<file path="config.mk">
export PLATFORM = sky130hd
export DESIGN_NAME = udma_periph_cfg_if
export DESIGN_NICKNAME = d
export VERILOG_FILES = /design/src/rtl/udma_pkg.sv /design/src/rtl/udma_cfg_ch_regs.sv /design/src/rtl/udma_periph_cfg_if.sv
export SDC_FILE = /design/constraint.sdc
export NUM_CORES = 1
export LEC_CHECK = 0
export BUFFER_PORTS_ARGS = -buffer_cell sky130_fd_sc_hd__buf_2
export CORE_ASPECT_RATIO = 0.8
export CORE_UTILIZATION = 25
export CTS_BUF_LIST = sky130_fd_sc_hd__clkbuf_16
export CTS_CLUSTER_SIZE = 10
export DETAILED_ROUTE_END_ITERATION = 7
export GPL_ROUTABILITY_DRIVEN = 0
export SLEW_MARGIN = 15
export SYNTH_ARGS = -nofsm -noshare
export SYNTH_HDL_FRONTEND = slang
export SYNTH_HIERARCHICAL = 1
export SYNTH_SLANG_ARGS = --single-unit
</file>
<file path="constraint.sdc">
create_clock -name clk_i -period 3 [get_ports clk_i]
set_clock_uncertainty 0.1 [all_clocks]
set_input_delay 0.45 -clock clk_i [delete_from_list [all_inputs] [get_ports clk_i]]
set_output_delay 0.45 -clock clk_i [all_outputs]
set_load 0.01 [all_outputs]
</file>
<file path="src/rtl/udma_pkg.sv">
// Shared constants for the uDMA peripheral configuration responder:
// default widths, register word indices and CFG register bit positions.
package udma_pkg;

  localparam int unsigned L2_AWIDTH_NOAL = 19;
  localparam int unsigned TRANS_SIZE     = 20;

  // Register word indices on the configuration bus
  localparam logic [4:0] REG_RX_SADDR = 5'd0;
  localparam logic [4:0] REG_RX_SIZE  = 5'd1;
  localparam logic [4:0] REG_RX_CFG   = 5'd2;
  localparam logic [4:0] REG_TX_SADDR = 5'd4;
  localparam logic [4:0] REG_TX_SIZE  = 5'd5;
  localparam logic [4:0] REG_TX_CFG   = 5'd6;
  localparam logic [4:0] REG_SETUP    = 5'd9;

  // Offsets of the three registers inside one channel block
  localparam logic [1:0] CH_SADDR = 2'd0;
  localparam logic [1:0] CH_SIZE  = 2'd1;
  localparam logic [1:0] CH_CFG   = 2'd2;

  // CFG register bit positions
  localparam int unsigned CFG_CONT_BIT = 0;
  localparam int unsigned CFG_DS_LSB   = 1;
  localparam int unsigned CFG_DS_MSB   = 2;
  localparam int unsigned CFG_EN_BIT   = 4;
  localparam int unsigned CFG_PEND_BIT = 5;
  localparam int unsigned CFG_CLR_BIT  = 6;

  // True when addr falls inside the three-register block starting at base
  function automatic logic in_channel(input logic [4:0] addr, input logic [4:0] base);
    return (addr >= base) && (addr <= (base + 5'd2));
  endfunction

  // Offset of addr within the channel block starting at base
  function automatic logic [1:0] ch_offset(input logic [4:0] addr, input logic [4:0] base);
    logic [4:0] diff;
    diff = addr - base;
    return diff[1:0];
  endfunction

endpackage

</file>
<file path="src/rtl/udma_cfg_ch_regs.sv">
// One uDMA channel register set (SADDR / SIZE / CFG): holds the programmed
// values, produces the one-cycle start/clear pulses and builds the readback
// word from live channel status.
// Build option: UDMA_CFG_CLR_EN enables the CFG bit6 clear pulse.
module udma_cfg_ch_regs
  import udma_pkg::*;
#(
  parameter int unsigned AW = 19,
  parameter int unsigned TW = 20
) (
  input  logic          clk_i,
  input  logic          rst_i,
  input  logic          we_i,
  input  logic [1:0]    idx_i,
  input  logic [31:0]   wdata_i,
  output logic [31:0]   rdata_o,
  input  logic [AW-1:0] curr_addr_i,
  input  logic [TW-1:0] bytes_left_i,
  input  logic          busy_i,
  input  logic          pending_i,
  output logic [AW-1:0] startaddr_o,
  output logic [TW-1:0] size_o,
  output logic [1:0]    datasize_o,
  output logic          continuous_o,
  output logic          en_o,
  output logic          clr_o
);

  logic [AW-1:0] saddr_q, saddr_d;
  logic [TW-1:0] size_q, size_d;
  logic [1:0]    ds_q, ds_d;
  logic          cont_q, cont_d;
  logic          en_q, en_d;
`ifdef UDMA_CFG_CLR_EN
  logic          clr_q, clr_d;
`endif
  logic [31:0]   cfg_rd_s;
  logic          unused_wdata_s;

  // Write data bits beyond the field widths are intentionally dropped
  assign unused_wdata_s = ^wdata_i;

  // Next-state of the channel registers; pulses default low every cycle
  always_comb begin
    saddr_d = saddr_q;
    size_d  = size_q;
    ds_d    = ds_q;
    cont_d  = cont_q;
    en_d    = 1'b0;
`ifdef UDMA_CFG_CLR_EN
    clr_d   = 1'b0;
`endif
    if (we_i) begin
      case (idx_i)
        CH_SADDR: saddr_d = wdata_i[AW-1:0];
        CH_SIZE:  size_d  = wdata_i[TW-1:0];
        CH_CFG: begin
          cont_d = wdata_i[CFG_CONT_BIT];
          ds_d   = wdata_i[CFG_DS_MSB:CFG_DS_LSB];
`ifdef UDMA_CFG_CLR_EN
          // A clear in the same write suppresses the start
          clr_d  = wdata_i[CFG_CLR_BIT];
          en_d   = wdata_i[CFG_EN_BIT] & ~wdata_i[CFG_CLR_BIT];
`else
          en_d   = wdata_i[CFG_EN_BIT];
`endif
        end
        default: saddr_d = saddr_q;
      endcase
    end else begin
      saddr_d = saddr_q;
    end
  end

  // Channel register state with asynchronous reset
  always_ff @(posedge clk_i or posedge rst_i) begin
    if (rst_i) begin
      saddr_q <= '0;
      size_q  <= '0;
      ds_q    <= 2'd0;
      cont_q  <= 1'b0;
      en_q    <= 1'b0;
`ifdef UDMA_CFG_CLR_EN
      clr_q   <= 1'b0;
`endif
    end else begin
      saddr_q <= saddr_d;
      size_q  <= size_d;
      ds_q    <= ds_d;
      cont_q  <= cont_d;
      en_q    <= en_d;
`ifdef UDMA_CFG_CLR_EN
      clr_q   <= clr_d;
`endif
    end
  end

  // Readback word: live status for SADDR/SIZE, programmed fields plus status for CFG
  always_comb begin
    cfg_rd_s                          = 32'h0;
    cfg_rd_s[CFG_CONT_BIT]            = cont_q;
    cfg_rd_s[CFG_DS_MSB:CFG_DS_LSB]   = ds_q;
    cfg_rd_s[CFG_EN_BIT]              = busy_i;
    cfg_rd_s[CFG_PEND_BIT]            = pending_i;
    case (idx_i)
      CH_SADDR: rdata_o = 32'(curr_addr_i);
      CH_SIZE:  rdata_o = 32'(bytes_left_i);
      CH_CFG:   rdata_o = cfg_rd_s;
      default:  rdata_o = 32'h0;
    endcase
  end

  assign startaddr_o  = saddr_q;
  assign size_o       = size_q;
  assign datasize_o   = ds_q;
  assign continuous_o = cont_q;
  assign en_o         = en_q;
`ifdef UDMA_CFG_CLR_EN
  assign clr_o        = clr_q;
`else
  assign clr_o        = 1'b0;
`endif

endmodule

</file>
<file path="src/rtl/udma_periph_cfg_if.sv">
// uDMA peripheral configuration bus responder. Two-state handshake (IDLE ->
// RESP -> IDLE): writes commit and reads are captured on the IDLE edge, ready
// is high for the single RESP cycle. Holds the RX/TX channel registers and
// the peripheral SETUP register.
// Build option: UDMA_CFG_CLR_EN enables the CFG bit6 clear pulse.
module udma_periph_cfg_if #(
  parameter int unsigned L2_AWIDTH_NOAL = udma_pkg::L2_AWIDTH_NOAL,
  parameter int unsigned TRANS_SIZE     = udma_pkg::TRANS_SIZE,
  parameter logic [31:0] SETUP_RST      = 32'h0
) (
  input  logic                      clk_i,
  input  logic                      rst_i,
  input  logic [31:0]               cfg_data_i,
  input  logic [4:0]                cfg_addr_i,
  input  logic                      cfg_valid_i,
  input  logic                      cfg_rwn_i,
  output logic [31:0]               cfg_data_o,
  output logic                      cfg_ready_o,
  output logic [L2_AWIDTH_NOAL-1:0] cfg_rx_startaddr_o,
  output logic [TRANS_SIZE-1:0]     cfg_rx_size_o,
  output logic [1:0]                cfg_rx_datasize_o,
  output logic                      cfg_rx_continuous_o,
  output logic                      cfg_rx_en_o,
  output logic                      cfg_rx_clr_o,
  input  logic [L2_AWIDTH_NOAL-1:0] cfg_rx_curr_addr_i,
  input  logic [TRANS_SIZE-1:0]     cfg_rx_bytes_left_i,
  input  logic                      cfg_rx_busy_i,
  input  logic                      cfg_rx_pending_i,
  output logic [L2_AWIDTH_NOAL-1:0] cfg_tx_startaddr_o,
  output logic [TRANS_SIZE-1:0]     cfg_tx_size_o,
  output logic [1:0]                cfg_tx_datasize_o,
  output logic                      cfg_tx_continuous_o,
  output logic                      cfg_tx_en_o,
  output logic                      cfg_tx_clr_o,
  input  logic [L2_AWIDTH_NOAL-1:0] cfg_tx_curr_addr_i,
  input  logic [TRANS_SIZE-1:0]     cfg_tx_bytes_left_i,
  input  logic                      cfg_tx_busy_i,
  input  logic                      cfg_tx_pending_i,
  output logic [31:0]               setup_o
);

  import udma_pkg::*;

  typedef enum logic {
    ST_IDLE = 1'b0,
    ST_RESP = 1'b1
  } state_e;

  state_e      state_q, state_d;
  logic        ready_q, ready_d;
  logic [31:0] data_q, data_d;
  logic [31:0] setup_q, setup_d;
  logic        rx_we_s, tx_we_s;
  logic [31:0] rx_rdata_s, tx_rdata_s, rd_mux_s;

  // Read data selection by word index; unmapped indices read as zero
  always_comb begin
    case (cfg_addr_i)
      REG_RX_SADDR, REG_RX_SIZE, REG_RX_CFG: rd_mux_s = rx_rdata_s;
      REG_TX_SADDR, REG_TX_SIZE, REG_TX_CFG: rd_mux_s = tx_rdata_s;
      REG_SETUP:                             rd_mux_s = setup_q;
      default:                               rd_mux_s = 32'h0;
    endcase
  end

  // Handshake FSM: accept in IDLE, answer for exactly one RESP cycle
  always_comb begin
    state_d = state_q;
    ready_d = 1'b0;
    data_d  = data_q;
    setup_d = setup_q;
    rx_we_s = 1'b0;
    tx_we_s = 1'b0;
    case (state_q)
      ST_IDLE: begin
        if (cfg_valid_i) begin
          state_d = ST_RESP;
          ready_d = 1'b1;
          if (cfg_rwn_i) begin
            data_d = rd_mux_s;
          end else begin
            rx_we_s = in_channel(cfg_addr_i, REG_RX_SADDR);
            tx_we_s = in_channel(cfg_addr_i, REG_TX_SADDR);
            if (cfg_addr_i == REG_SETUP) begin
              setup_d = cfg_data_i;
            end else begin
              setup_d = setup_q;
            end
          end
        end else begin
          state_d = ST_IDLE;
        end
      end
      // valid is deliberately ignored here so an access cannot commit twice
      ST_RESP: state_d = ST_IDLE;
      default: state_d = ST_IDLE;
    endcase
  end

  // Handshake and SETUP state with asynchronous reset
  always_ff @(posedge clk_i or posedge rst_i) begin
    if (rst_i) begin
      state_q <= ST_IDLE;
      ready_q <= 1'b0;
      data_q  <= 32'h0;
      setup_q <= SETUP_RST;
    end else begin
      state_q <= state_d;
      ready_q <= ready_d;
      data_q  <= data_d;
      setup_q <= setup_d;
    end
  end

  assign cfg_ready_o = ready_q;
  assign cfg_data_o  = data_q;
  assign setup_o     = setup_q;

  udma_cfg_ch_regs #(
    .AW (L2_AWIDTH_NOAL),
    .TW (TRANS_SIZE)
  ) u_rx_regs (
    .clk_i        (clk_i),
    .rst_i        (rst_i),
    .we_i         (rx_we_s),
    .idx_i        (ch_offset(cfg_addr_i, REG_RX_SADDR)),
    .wdata_i      (cfg_data_i),
    .rdata_o      (rx_rdata_s),
    .curr_addr_i  (cfg_rx_curr_addr_i),
    .bytes_left_i (cfg_rx_bytes_left_i),
    .busy_i       (cfg_rx_busy_i),
    .pending_i    (cfg_rx_pending_i),
    .startaddr_o  (cfg_rx_startaddr_o),
    .size_o       (cfg_rx_size_o),
    .datasize_o   (cfg_rx_datasize_o),
    .continuous_o (cfg_rx_continuous_o),
    .en_o         (cfg_rx_en_o),
    .clr_o        (cfg_rx_clr_o)
  );

  udma_cfg_ch_regs #(
    .AW (L2_AWIDTH_NOAL),
    .TW (TRANS_SIZE)
  ) u_tx_regs (
    .clk_i        (clk_i),
    .rst_i        (rst_i),
    .we_i         (tx_we_s),
    .idx_i        (ch_offset(cfg_addr_i, REG_TX_SADDR)),
    .wdata_i      (cfg_data_i),
    .rdata_o      (tx_rdata_s),
    .curr_addr_i  (cfg_tx_curr_addr_i),
    .bytes_left_i (cfg_tx_bytes_left_i),
    .busy_i       (cfg_tx_busy_i),
    .pending_i    (cfg_tx_pending_i),
    .startaddr_o  (cfg_tx_startaddr_o),
    .size_o       (cfg_tx_size_o),
    .datasize_o   (cfg_tx_datasize_o),
    .continuous_o (cfg_tx_continuous_o),
    .en_o         (cfg_tx_en_o),
    .clr_o        (cfg_tx_clr_o)
  );

endmodule

</file>
==> qor.csv <==
metric,value,unit
outcome,finished clean,
Syn Area/Cell,13.08,um2
initial antenna violation count,0,
Tcrit/Tclk final,78.11,%
vias in the first global route,5569,
via count,5483,
CTS tree,built,
Arrival @ worst endpoint,2.55,ns
final HPWL from detailed placement,16.69,mm
largest net degree at the start of global routing,50,
unrepaired setup endpoints after global routing,no,
total CTS buffers,17,
post-CTS setup repair buffer count,0,
met1 GRT Util,19.98,%
# port buffers,273,
worst-margin pin slew,1.113,ns
Rows,56,
"most common cell after layout, fill and taps aside",buf_2,
share of cells above drive strength 1,56.47,%
full die area,30420,um2
Achievable Freq,426.8,MHz
Longest Clk Path Bufs,2,
Antenna Cells,0,
min Tclk post-route,2.343,ns
gr busiest metal,met2,
gate count of the mapped netlist,568,
fin nets,961,
Setup WS post-layout,0.6568,ns
clock root buffer,clkbuf_16,
endpoints failing hold,0,
kind of end point of the critical path,flop,
Area Growth Syn to Fin,30.26,%
die width,194.8,um
critical path class,reg2reg,
core area,29290,um2
flop and latch count out of synthesis,151,
via/cell ratio,4.469,
WL/cell,19.11,um
Overall Global Routing Usage,15.56,%
# DRC,0,
sum of negative setup slack,0,ns
Die Y,156.2,um
max cap viols,0,
Fillers,2983,
Hold/Removal Path Class,in2reg,
routing usage on met2,25.70,%
grt met3 use,4.150,%
worst vdd ir,0.3634,mV
Pre-antenna DRT Iters,6,
Leak,0.005192,uW
Mapped Area,7431,um2
Netlist cell types,28,
design area,9679,um2
Skew-Pair Late Insertion Delay,0.42,ns
initial drt markers,186,
most frequent cells in the layout,"buf_2 (273), dfrtp_1 (151), mux2_2 (98), mux2_4 (50), mux2i_1 (38)",
initial cell density of the core,25.37,%
global-route wire length before repair,35.09,mm
final setup violation count,0,
DRT Wirelength,23.45,mm
Yosys top cell by area,dfrtp_1,
Place WS,0.4466,ns
# IOs,276,
worst rel slew slack,25.81,%
utilization after layout,33.05,%
Ys Warns,6,
register area share after synthesis,50.85,%
Pwr Density,541.0,nW/um2
dominant cells by area after synthesis,"dfrtp_1 (51%), mux2_2 (15%), mux2_4 (10%)",
clock sinks,151,
top-area cell type share of the netlist area,50.85,%
Routed Antenna Nets,0,
clock-pin slew on the worst setup and hold paths,0.07,ns
total gr overflow,0,
max-slew violation count,0,
H-tree depth,4,
Worst EP required,3.21,ns
CP max FO,19,
Critical Path Start Type,flop,
placed cell area,9104,um2
[metrics by stage]
stage,instances,total power (uW),hold WS [ns]
final,1227,5237,0.1493
after global routing,1227,5499,0.1213
after CTS,1227,5345,0.1164
after detailed placement,1195,3167,0.3705
after global placement,1195,3153,0.3589
after floorplan,592,2780,0.4098
[path summary, 6_finish.rpt]
kind / startpoint / end / slack, ns / depth (start not counted)
worst max-delay path: cfg_ready_o / u_rx_regs/startaddr_o[16] / 0.66 / 6
worst min-delay path: cfg_data_i[22] / setup_o[22] / 0.15 / 2
worst max register to register: cfg_ready_o / u_rx_regs/startaddr_o[16] / 0.66 / 6
worst min register to register: cfg_data_o[19] / cfg_data_o[19] / 0.38 / 2
max in group asynchronous: rst_i / u_tx_regs/size_o[10] / 1.40 / 3
min in group asynchronous: rst_i / cfg_data_o[7] / 0.51 / 3
[cells in the mapped netlist (all sizes together)]
cell type / number
and3b: 1
a21o: 1
nand3b: 5
inv: 5
o2bb2ai: 10
nand2: 33
nor3b: 3
a211oi: 1
buf: 53
nand2b: 1
clkbuf: 12
mux2i: 38
dfrtp: 151
conb: 2
nor2: 32
and2: 2
and3: 1
o21ai: 32
a211o: 1
a32oi: 32
mux2: 148
nand3: 1
nor2b: 3
[critical path, stage by stage, from the launching register on]
cell and delay [ns]:
dfrtp_1 0.41, nor3b_2 0.33, nand2_1 0.08, nor2_1 0.29, nor3b_4 0.24, buf_4 0.36, mux2_2 0.39
[what timing repair did]
item / in CTS / in global routing
resized for setup: 0 / 0
hold buffers: 1 / 0
endpoints found under the hold margin: 24 / 0
[layer usage]
metal / wire length [um] / share of wire [%]
met5: 0 / 0
met4: 383 / 1.6
met3: 1253 / 5.3
met2: 11310 / 48
met1: 10500 / 45
[state kept, by name (all words and copies together) (netlist names)]
| name | cells |
|---|---|
| u_rx_regs/datasize_o | 2 |
| cfg_ready_o | 1 |
| u_rx_regs/en_o | 1 |
| cfg_data_o | 32 |
| u_rx_regs/size_o | 20 |
| u_rx_regs/continuous_o | 1 |
| u_tx_regs/en_o | 1 |
| u_tx_regs/datasize_o | 2 |
| u_rx_regs/startaddr_o | 19 |
| u_tx_regs/startaddr_o | 19 |
| u_tx_regs/size_o | 20 |
| setup_o | 32 |
| u_tx_regs/continuous_o | 1 |
[area by class of cell]
class	count	area [um2]	share of cell area (%)
sequential	151	3779	39.04
multi-input combinational	371	3307	34.16
timing repair buffer	292	1536	15.87
inverter	5	20.02	0.2068
clock buffer	17	425.4	4.395
clock inverter	14	140.1	1.448
tap	377	471.7	4.873
[logic make-up after synthesis]
family | share of synthesized area, %
AOI/OAI and AO/OA | 7.493
buffers and inverters | 6.247
DFF | 50.85
muxes | 30.07
other | 0.1011
and+or+nand+nor | 5.237
[where the power goes]
group | leakage, uW | switching (uW) | internal (uW) | total (uW)
sequential | 0.00206 | 114 | 2190 | 2310
combinational | 0.00286 | 411 | 402 | 813
clock | 0.000267 | 958 | 1160 | 2120
Note: power is estimated with default switching activity, not from simulation.
